===== config.mk =====
export PLATFORM = sky130hd
export DESIGN_NAME = scpu_issue_ctrl
export DESIGN_NICKNAME = d
export VERILOG_FILES = /design/src/rtl/scpu_pkg.sv /design/src/rtl/scpu_instr_fifo.sv /design/src/rtl/scpu_issue_ctrl.sv
export SDC_FILE = /design/constraint.sdc
export NUM_CORES = 1
export LEC_CHECK = 0
export CAP_MARGIN = 10
export CORE_ASPECT_RATIO = 0.5
export CORE_MARGIN = 2
export CORE_UTILIZATION = 24
export CTS_CLUSTER_DIAMETER = 30
export DETAILED_ROUTE_END_ITERATION = 7
export PLACE_DENSITY_LB_ADDON = 0.25
export SYNTH_ARGS = -nofsm -noshare
export SYNTH_HDL_FRONTEND = slang
export SYNTH_SLANG_ARGS = --single-unit

===== constraint.sdc =====
create_clock -name clk -period 6.08 [get_ports clk]
set_input_delay 1.216 -clock clk [delete_from_list [all_inputs] [get_ports clk]]
set_output_delay 1.216 -clock clk [all_outputs]
set_load 0.1 [all_outputs]

===== src/rtl/scpu_pkg.sv =====
// SCPU issue control shared definitions: opcodes, func codes,
// instruction field layout and the register-use decode helper.
package scpu_pkg;

   localparam int INSTR_W = 19;
   localparam int NREGS   = 16;

   localparam int OP_HI = 18;
   localparam int OP_LO = 16;
   localparam int RS_HI = 15;
   localparam int RS_LO = 12;
   localparam int RT_HI = 11;
   localparam int RT_LO = 8;
   localparam int RD_HI = 7;
   localparam int RD_LO = 4;
   localparam int RL_HI = 3;
   localparam int RL_LO = 0;

   typedef logic [INSTR_W-1:0] instr_t;
   typedef logic [2:0]         op_t;
   typedef logic [3:0]         reg_t;

   localparam op_t OP_RTYPE = 3'b000;
   localparam op_t OP_MULT  = 3'b001;
   localparam op_t OP_BEQ   = 3'b010;
   localparam op_t OP_ADDI  = 3'b011;
   localparam op_t OP_SUBI  = 3'b100;
   localparam op_t OP_STORE = 3'b101;
   localparam op_t OP_LOAD  = 3'b110;
   localparam op_t OP_SLT   = 3'b111;

   localparam reg_t FN_AND = 4'd0;
   localparam reg_t FN_OR  = 4'd1;
   localparam reg_t FN_XOR = 4'd2;
   localparam reg_t FN_ADD = 4'd3;
   localparam reg_t FN_SUB = 4'd4;

   typedef struct packed {
      logic [NREGS-1:0] src;
      logic [NREGS-1:0] dst;
   } regs_t;

   function automatic logic [NREGS-1:0] reg_bit(input reg_t r);
      return NREGS'(1) << r;
   endfunction

   function automatic regs_t decode_regs(input instr_t i);
      op_t   op;
      reg_t  rs;
      reg_t  rt;
      reg_t  rd;
      reg_t  rl;
      regs_t m;
      op = i[OP_HI:OP_LO];
      rs = i[RS_HI:RS_LO];
      rt = i[RT_HI:RT_LO];
      rd = i[RD_HI:RD_LO];
      rl = i[RL_HI:RL_LO];
      m  = '0;
      case (op)
         OP_RTYPE: begin
            m.src = reg_bit(rs) | reg_bit(rt);
            // funcs above SUB are compare/no-write forms
            if (rl <= FN_SUB) m.dst = reg_bit(rd);
         end
         OP_MULT, OP_BEQ, OP_SLT: begin
            m.src = reg_bit(rs) | reg_bit(rt);
            m.dst = reg_bit(rd) | reg_bit(rl);
         end
         OP_ADDI, OP_SUBI, OP_LOAD: begin
            m.src = reg_bit(rs);
            m.dst = reg_bit(rt);
         end
         OP_STORE: begin
            m.src = reg_bit(rs) | reg_bit(rt);
         end
         default: m = '0;
      endcase
      return m;
   endfunction

endpackage


===== src/rtl/scpu_instr_fifo.sv =====
// Synchronous instruction FIFO with a registered full flag
// and a look-ahead empty flag for the idle register.
module scpu_instr_fifo
   import scpu_pkg::*;
#(
   parameter int DEPTH = 4
) (
   input  logic   clk,
   input  logic   rst_n,
   input  logic   push,
   input  instr_t push_data,
   input  logic   pop,
   output instr_t head,
   output logic   full,
   output logic   empty,
   output logic   empty_nxt
);

   localparam int AW = $clog2(DEPTH);
   localparam logic [AW:0] FULL_CNT = (AW+1)'(DEPTH);

   logic [AW-1:0] wr_ptr;
   logic [AW-1:0] rd_ptr;
   logic [AW:0]   count;
   logic [AW:0]   count_n;
   logic          do_push;
   logic          do_pop;
   instr_t        mem [DEPTH];

   assign do_push   = push && !full;
   assign do_pop    = pop && !empty;
   assign empty     = (count == '0);
   assign empty_nxt = (count_n == '0);
   assign head      = mem[rd_ptr];

   always_comb begin
      count_n = count;
      unique case ({do_push, do_pop})
         2'b10:   count_n = count + 1'b1;
         2'b01:   count_n = count - 1'b1;
         default: count_n = count;
      endcase
   end

   always_ff @(posedge clk or negedge rst_n) begin
      if (!rst_n) begin
         wr_ptr <= '0;
         rd_ptr <= '0;
         count  <= '0;
         full   <= 1'b0;
         for (int k = 0; k < DEPTH; k++) mem[k] <= '0;
      end else begin
         count <= count_n;
         // full looks at the next count, so a same-cycle pop never reopens it early
         full  <= (count_n == FULL_CNT);
         if (do_push) begin
            mem[wr_ptr] <= push_data;
            wr_ptr      <= wr_ptr + 1'b1;
         end
         if (do_pop) rd_ptr <= rd_ptr + 1'b1;
      end
   end

endmodule


===== src/rtl/scpu_issue_ctrl.sv =====
// In-order RAW-checking issue controller for the SCPU datapath.
// Optional hazard-stall counter: define SCPU_ISSUE_STATS_EN.
module scpu_issue_ctrl
   import scpu_pkg::*;
#(
   parameter int DEPTH  = 4,
   parameter int WB_LAT = 4
) (
   input  logic        clk,
   input  logic        rst_n,
   input  logic        host_valid,
   input  logic [18:0] host_instr,
   output logic        host_ready,
   input  logic        cpu_busy,
   output logic        cpu_in_valid,
   output logic [18:0] cpu_instruction,
   output logic        idle,
   output logic [15:0] stall_cycles
);

   localparam int CW = $clog2(WB_LAT + 1);
   localparam logic [CW-1:0] LOAD_V = CW'(WB_LAT - 1);

   logic             full;
   logic             empty;
   logic             empty_nxt;
   logic             push;
   logic             issue;
   logic             hazard;
   logic             cnt_clr_n;
   instr_t           head;
   regs_t            regs;
   logic [NREGS-1:0] busy_m;
   logic [CW-1:0]    cnt   [NREGS];
   logic [CW-1:0]    cnt_n [NREGS];

   assign host_ready = !full;
   assign push       = host_valid && !full;

   scpu_instr_fifo #(
      .DEPTH (DEPTH)
   ) u_fifo (
      .clk       (clk),
      .rst_n     (rst_n),
      .push      (push),
      .push_data (host_instr),
      .pop       (issue),
      .head      (head),
      .full      (full),
      .empty     (empty),
      .empty_nxt (empty_nxt)
   );

   assign regs = decode_regs(head);

   always_comb begin
      busy_m = '0;
      for (int r = 0; r < NREGS; r++) busy_m[r] = (cnt[r] != '0);
   end

   assign hazard = |(regs.src & busy_m);
   assign issue  = !empty && !cpu_busy && !hazard;

   // a fresh load wins over the decrement of an older writer
   always_comb begin
      cnt_clr_n = 1'b1;
      for (int r = 0; r < NREGS; r++) begin
         cnt_n[r] = cnt[r];
         if (issue && regs.dst[r]) cnt_n[r] = LOAD_V;
         else if (busy_m[r]) cnt_n[r] = cnt[r] - 1'b1;
         if (cnt_n[r] != '0) cnt_clr_n = 1'b0;
      end
   end

   always_ff @(posedge clk or negedge rst_n) begin
      if (!rst_n) begin
         cpu_in_valid    <= 1'b0;
         cpu_instruction <= '0;
         idle            <= 1'b1;
         for (int r = 0; r < NREGS; r++) cnt[r] <= '0;
      end else begin
         cpu_in_valid <= issue;
         if (issue) cpu_instruction <= head;
         idle <= empty_nxt && !issue && cnt_clr_n;
         for (int r = 0; r < NREGS; r++) cnt[r] <= cnt_n[r];
      end
   end

`ifdef SCPU_ISSUE_STATS_EN
   logic [15:0] stall_q;

   always_ff @(posedge clk or negedge rst_n) begin
      if (!rst_n) begin
         stall_q <= '0;
      end else if (!empty && !cpu_busy && hazard && stall_q != 16'hFFFF) begin
         stall_q <= stall_q + 1'b1;
      end
   end

   assign stall_cycles = stall_q;
`else
   assign stall_cycles = '0;
`endif

endmodule


After elaboration in Yosys (flattened, before gate mapping)
Index checks and enable logic that the tools add are counted.
{"block": "totals", "reg_bits": 153, "inputBits": 23}
{"block": "classes", "n_addsub": 20, "order_cmp": 4, "n_eq_ne": 10, "n_shift": 4, "n_mux": 58, "n_bitwise": 5, "reduce_logical": 68}
{"op": "3-bit two-way mux", "n": 32}
{"op": "3-bit nonzero test", "n": 32}
{"op": "76-bit bitwise mux", "n": 1}
{"op": "1-bit by 4-bit << shifter with 16-bit output (first input constant)", "n": 4}
{"op": "19-bit two-way mux", "n": 3}
{"op": "3-bit by 1-bit subtractor with 3-bit output (second input constant)", "n": 17}
{"op": "16-bit one-hot mux with 3 select lines", "n": 1}
{"op": "19-bit binary-select mux with 2-bit select", "n": 1}
{"op": "19-bit demux with 2-bit select", "n": 1}
{"op": "16-bit bitwise OR", "n": 2}
{"op": "16-bit one-hot mux with 2 select lines", "n": 1}
{"op": "1-bit logical AND", "n": 24}
{"op": "16-bit AND", "n": 1}
{"op": "1-bit two-way mux", "n": 16}
{"op": "16-bit two-way mux", "n": 1}
{"op": "16-bit OR reduction", "n": 1}
{"op": "3-bit equality test (second input constant)", "n": 5}
{"op": "3-bit logical NOT", "n": 3}
{"op": "3-bit by 2-bit equality test with 1-bit output (second input constant)", "n": 2}
{"op": "3-bit >= comparator (second input constant)", "n": 2}
{"op": "2-bit inverter with 3-bit output", "n": 2}
{"op": "3-bit one-hot mux with 2 select lines", "n": 1}
{"op": "3-bit OR reduction", "n": 2}
{"op": "1-bit logical NOT", "n": 5}
{"op": "other kinds (8)", "n": 9}

Depth between registers and ports, before layout
{"block": "logic_depth", "word_depth": 31, "mapped_depth": 21}

Cells and area by module
From an unflattened synthesis, not the netlist that was laid out.
{"block": "unflattened", "cells_unflattened": 743, "area_unflattened_um2": 8774.7}
{"module": "scpu_issue_ctrl", "instances": 1, "cells_per_inst": 518, "area_per_inst_um2": 4780.8, "seq_area_each_um2": 1727.9}
{"module": "scpu_instr_fifo", "instances": 1, "cells_per_inst": 225, "area_per_inst_um2": 3993.8, "seq_area_each_um2": 2102.0}

Least setup slack after synthesis
OpenSTA, ideal clock, no wires.
{"block": "synth_timing", "path_type": "register to register", "startpoint": "register u_fifo.rd_ptr[0]", "endpoint": "register idle", "arrival_ps": 4341, "required_time_ps": 5991, "slack_ps": 1649, "stages_incl_launch_ff": 21, "path_buffers": 4, "path_cell_list": "dfrtp_1 -> buf_6 -> mux4_2 -> buf_2 -> nand3_1 -> o21ai_0 -> a221oi_1 -> a41oi_4 -> nor2_4 -> buf_6 -> buf_2 -> ha_1 -> inv_1 -> fa_1 -> nand2_1 -> o21ai_0 -> nand4_1 -> nor4_1 -> o2111ai_1 -> a211o_1 -> nor4b_2"}
{"block": "synth_between", "word_cells_on_any_way": 101}
{"item": "start, declared", "line": "scpu_instr_fifo.sv:23", "text": "logic [AW-1:0] rd_ptr;"}
{"item": "start signal, assigned", "line": "scpu_instr_fifo.sv:60", "text": "if (do_pop) rd_ptr <= rd_ptr + 1'b1;"}
{"item": "2-bit inverter with 3-bit output (implied by the code) *", "line": "scpu_instr_fifo.sv:34", "text": "assign head = mem[rd_ptr];"}
{"item": "19-bit binary-select mux with 2-bit select *", "line": "scpu_instr_fifo.sv:34"}
{"item": "19-bit two-way mux (implied by the code) * (2 in series)", "line": "scpu_instr_fifo.sv:34"}
{"item": "3-bit equality test, or another cell as far along", "line": "scpu_pkg.sv:60", "text": "case (op)"}
{"item": "5-bit OR reduction (no line), or another cell as far along"}
{"item": "16-bit one-hot mux with 2 select lines *", "line": "scpu_pkg.sv:60"}
{"item": "16-bit AND *", "line": "scpu_issue_ctrl.sv:61", "text": "assign hazard = |(regs.src & busy_m);"}
{"item": "16-bit OR reduction *", "line": "scpu_issue_ctrl.sv:61"}
{"item": "1-bit logical NOT *", "line": "scpu_issue_ctrl.sv:62", "text": "assign issue = !empty && !cpu_busy && !hazard;"}
{"item": "1-bit logical AND *", "line": "scpu_issue_ctrl.sv:62"}
{"item": "1-bit logical AND *", "line": "scpu_instr_fifo.sv:31", "text": "assign do_pop = pop && !empty;"}
{"item": "net u_fifo.do_pop", "line": "scpu_instr_fifo.sv:27", "text": "logic do_pop;"}
{"item": "2-bit by 1-bit equality test with 1-bit output / 2-bit equality test (equally long branches)", "line": "scpu_instr_fifo.sv:38", "text": "unique case ({do_push, do_pop})"}
{"item": "3-bit one-hot mux with 2 select lines *", "line": "scpu_instr_fifo.sv:38"}
{"item": "3-bit logical NOT *", "line": "scpu_instr_fifo.sv:33", "text": "assign empty_nxt = (count_n == '0);"}
{"item": "1-bit logical AND * (2 in series)", "line": "scpu_issue_ctrl.sv:84", "text": "idle <= empty_nxt && !issue && cnt_clr_n;"}
{"item": "end signal, assigned", "line": "scpu_issue_ctrl.sv:84"}
{"item": "end, declared", "line": "scpu_issue_ctrl.sv:17", "text": "output logic idle,"}
The timed path passes the listed nets; every way through them passes the cells marked *. The select of a mux whose other input is x is not followed.
A chain may end at the register's enable or synchronous reset.

Final worst setup path
{"block": "layout_timing", "startpoint": "register u_fifo.rd_ptr[0]", "endpoint": "register idle"}
{"block": "layout_between", "elab_chain_cells": 31, "word_cells_on_any_way": 101}
{"item": "2-bit inverter with 3-bit output (implied by the code) *", "line": "scpu_instr_fifo.sv:34"}
{"item": "19-bit binary-select mux with 2-bit select *", "line": "scpu_instr_fifo.sv:34"}
{"item": "19-bit two-way mux (implied by the code) * (2 in series)", "line": "scpu_instr_fifo.sv:34"}
{"item": "3-bit equality test, or another cell as far along", "line": "scpu_pkg.sv:60"}
{"item": "5-bit OR reduction (no line), or another cell as far along"}
{"item": "16-bit one-hot mux with 2 select lines", "line": "scpu_pkg.sv:60"}
{"item": "16-bit AND", "line": "scpu_issue_ctrl.sv:61"}
{"item": "16-bit OR reduction", "line": "scpu_issue_ctrl.sv:61"}
{"item": "1-bit logical NOT", "line": "scpu_issue_ctrl.sv:62"}
{"item": "1-bit logical AND", "line": "scpu_issue_ctrl.sv:62"}
{"item": "1-bit logical AND", "line": "scpu_issue_ctrl.sv:69", "text": "if (issue && regs.dst[r]) cnt_n[r] = LOAD_V;"}
{"item": "3-bit two-way mux", "line": "scpu_issue_ctrl.sv:69"}
{"item": "3-bit nonzero test", "line": "scpu_issue_ctrl.sv:71", "text": "if (cnt_n[r] != '0) cnt_clr_n = 1'b0;"}
{"item": "1-bit two-way mux (16 in series)", "line": "scpu_issue_ctrl.sv:71"}
{"item": "1-bit logical AND *", "line": "scpu_issue_ctrl.sv:84"}
Mark *: on every way between the ends. The rest lies on a longest branch, timed or not. The select of a mux whose other input is x is not followed.

==> flow_metrics.env <==
export IMPL_fp_dieH_um=137
export IMPL_cts_root_buf="clkbuf_16"
export IMPL_gp_congestion=0.816
export IMPL_critPathBufInv=1
export IMPL_relSlewSlack=0.239
export IMPL_grt_pass1_wl_um=33000
export IMPL_num_io_pins=61
export IMPL_slowest_delay_ns=0.85
export IMPL_drcViolationCount=0
export IMPL_ys_ff_latch=153
export IMPL_whs_ns=0.501
export IMPL_grt_util_met1=0.146
export IMPL_syn_inst=739
export IMPL_synth_area_um2=8520
export IMPL_wl_per_cell_um=16.2
export IMPL_post_synth_top_area_cell="dfrtp_1"
export IMPL_numCtsBuffers=17
export IMPL_grt_use_total=0.115
export IMPL_fillCellCount=3610
export IMPL_cp_arrival_ns=5.25
export IMPL_design_core_area_um2=34700
export IMPL_row_count=48
export IMPL_cts_sinks=153
export IMPL_drive_gt1_frac=0.207
export IMPL_tightest_slew_ns=1.14
export IMPL_drtIter0Drc=298
export IMPL_viasPerCell=4.48
export IMPL_finalClockSkew_ns=0.0134
export IMPL_critPathKind="reg2reg"
export IMPL_grt_pass1_vias=5848
export IMPL_ys_async_sr_fraction=1.00
export IMPL_clkTransAtPathRegs_ns=0.06
export IMPL_grt_max_degree=110
export IMPL_cap_violations=0
export IMPL_initial_utilization=0.246
export IMPL_area_delta_synth_final_pct=17.0
export IMPL_setup_viol=0
export IMPL_cp_start_kind="flop"
export IMPL_hold_violations=0
export IMPL_synth_area_top_cells="dfrtp_1 45%, mux2_2 12%, ha_1 5.4%"
export IMPL_overflow=0
export IMPL_die_area_um2=37100
export IMPL_hold_buffers=0
export IMPL_synth_top_area_frac=0.446
export IMPL_post_route_period_util=0.807
export IMPL_grt_util_met2=0.199
export IMPL_num_vias=5698
export IMPL_postCtsSetupBuffers=0
export IMPL_cts_tree="built"
export IMPL_crit_required_ns=6.42
export IMPL_port_buffers=44
export IMPL_cp_top_family="simple AND/OR/NAND/NOR gates"
export IMPL_synth_edf_count=0
export IMPL_path_cells="mux4_2 -> nand2b_1 -> nor3_1 -> a2111oi_4 -> nand4_4 -> nor2_4 -> ha_1 -> inv_1 -> fa_1 -> nand2_1 -> o21ai_0 -> nand4_1 -> nor4_1 -> o2111ai_1 -> a211o_1 -> nor4b_2"
export IMPL_top_usage_layer="met2"
export IMPL_multi_input_area_um2=4320
export IMPL_yosys_cell_types_count=73
export IMPL_ctsResizeCount=0
export IMPL_fp_dieW_um=271
export IMPL_slew_violations=0
export IMPL_clock_latency_ns=0.43
export IMPL_antenna_found_initial=0
export IMPL_worst_setup_path_end_kind="flop"
export IMPL_fin_crit_ns=4.90
export IMPL_slowest_stage="dfrtp_1"
export IMPL_antenna_cells=0
export IMPL_htreeDepth=4
export IMPL_path_max_fanout=15
export IMPL_wl_um=20600
export IMPL_avgSynthCellArea_um2=11.5
export IMPL_ant_nets=0
export IMPL_tns_ns=0
export IMPL_ys_seq_area_frac=0.449
export IMPL_status="complete, no violations"
export IMPL_regArea_um2=3830
export IMPL_hpwl_um=15000
export IMPL_fmax_mhz=204
export IMPL_rsz0062_at_grt="false"
export IMPL_ys_flop_type="dfrtp_1"
export IMPL_yosys_warnings=0
export IMPL_cts_buffer_depth=2
export IMPL_nets=844
export IMPL_grt_use_met3=0.0192
export IMPL_hp_class="reg2reg"
export IMPL_drtPass1Iterations=5
-- kinds of logic (layout without fill, tap and decap cells) --
family                     after synthesis  count (layout)  synth area share
adders and majority gates               38              38            0.0567
and+or+nand+nor                        213             213             0.137
muxes                                  143             143             0.212
other                                    1              16          0.000440
buffers and inverters                   88             130            0.0503
DFF                                    153             153             0.449
xor gates and xnor gates                23              23            0.0236
AOI/OAI and AO/OA                       80              80            0.0706
-- final timing paths --
path / startpoint / endpoint / slack, ns / cells after the start
max: u_fifo.rd_ptr[0] / idle / 1.18 / 16
min: u_fifo.mem[19] / u_fifo.mem[19] / 0.50 / 1
max reg2reg: u_fifo.rd_ptr[0] / idle / 1.18 / 16
min reg2reg: u_fifo.mem[19] / u_fifo.mem[19] / 0.50 / 1
max in group asynchronous: rst_n / cnt[35] / 3.97 / 2
min in group asynchronous: rst_n / u_fifo.mem[61] / 0.91 / 1
-- cell type report --
cell class | count | share of cell area
repair buffers | 49 | 0.0481
well taps | 475 | 0.0596
clock buffers | 20 | 0.0448
clock inverters | 12 | 0.0117
flip-flops and latches | 153 | 0.384
multi-input cells | 513 | 0.433
inverters | 49 | 0.0184
-- metrics by stage --
stage	worst slack, ns	cell area [um^2]	instances	utilization
global route	0.744	9970	1271	0.287
floorplan	1.65	8580	754	-
CTS	1.16	9970	1271	0.287
global placement	1.28	9410	1239	0.271
detailed placement	1.17	9410	1239	0.271
finish	1.18	9970	1271	0.287
-- layout by cell type (no fill, tap or decap), types with 7 or more instances in the layout --
| cell type | netlist | layout |
|---|---|---|
| dfrtp_1 | 152 | 152 |
| mux2_2 | 94 | 94 |
| nor2_1 | 55 | 55 |
| inv_1 | 48 | 48 |
| clkdlybuf4s50_1 | 0 | 43 |
| ha_1 | 37 | 37 |
| nand2_1 | 36 | 36 |
| nand2b_1 | 26 | 26 |
| mux2i_1 | 24 | 24 |
| mux4_2 | 20 | 20 |
| xnor2_1 | 20 | 20 |
| clkbuf_16 | 0 | 17 |
| conb_1 | 1 | 16 |
| nor3_1 | 15 | 15 |
| nor2b_1 | 12 | 12 |
| a21oi_1 | 12 | 12 |
| nand3_1 | 11 | 11 |
| o21ai_0 | 11 | 11 |
| and2_1 | 10 | 10 |
| nor4b_1 | 7 | 7 |
-- registers in the layout, summed over array words and instances, names as in the netlist --
| signal | cells |
|---|---|
| u_fifo.rd_ptr | 2 |
| idle | 1 |
| u_fifo.mem | 76 |
| u_fifo.wr_ptr | 2 |
| cnt | 48 |
| u_fifo.full | 1 |
| cpu_in_valid | 1 |
| cpu_instruction | 19 |
| u_fifo.count | 3 |
-- routing by layer --
layer | wire [um] | vias up
met5 | 0 | -
met4 | 437 | 0
met3 | 627 | 31
met2 | 9990 | 101
met1 | 9510 | 2893
li1 | - | 2673
-- Yosys cell counts, types with 3 or more instances --
cell      count
or2_2         5
nor2b_1      12
nand4_1       3
o22ai_1       3
nand3_1      11
buf_2         7
inv_1        48
buf_6         3
nor2_1       55
mux2_2       94
a211o_1       6
mux2_1        5
nand2_1      36
nor4_1        3
nor3_1       15
ha_1         37
clkbuf_1     11
o21ai_1       5
a221oi_1      6
xor2_1        3
mux2i_1      24
xnor2_1      20
a21o_1        3
a31oi_1       5
o21ai_0      11
nand2b_1     26
dfrtp_1     152
nand3b_1      6
a21oi_1      12
and2_1       10
buf_4        18
o31ai_1       5
nor4b_1       7
nand4b_1      3
mux4_2       20
Power is left out: the tool's default activity adds up to more than one toggle a clock period on the data nets, which glitch-free logic cannot reach.
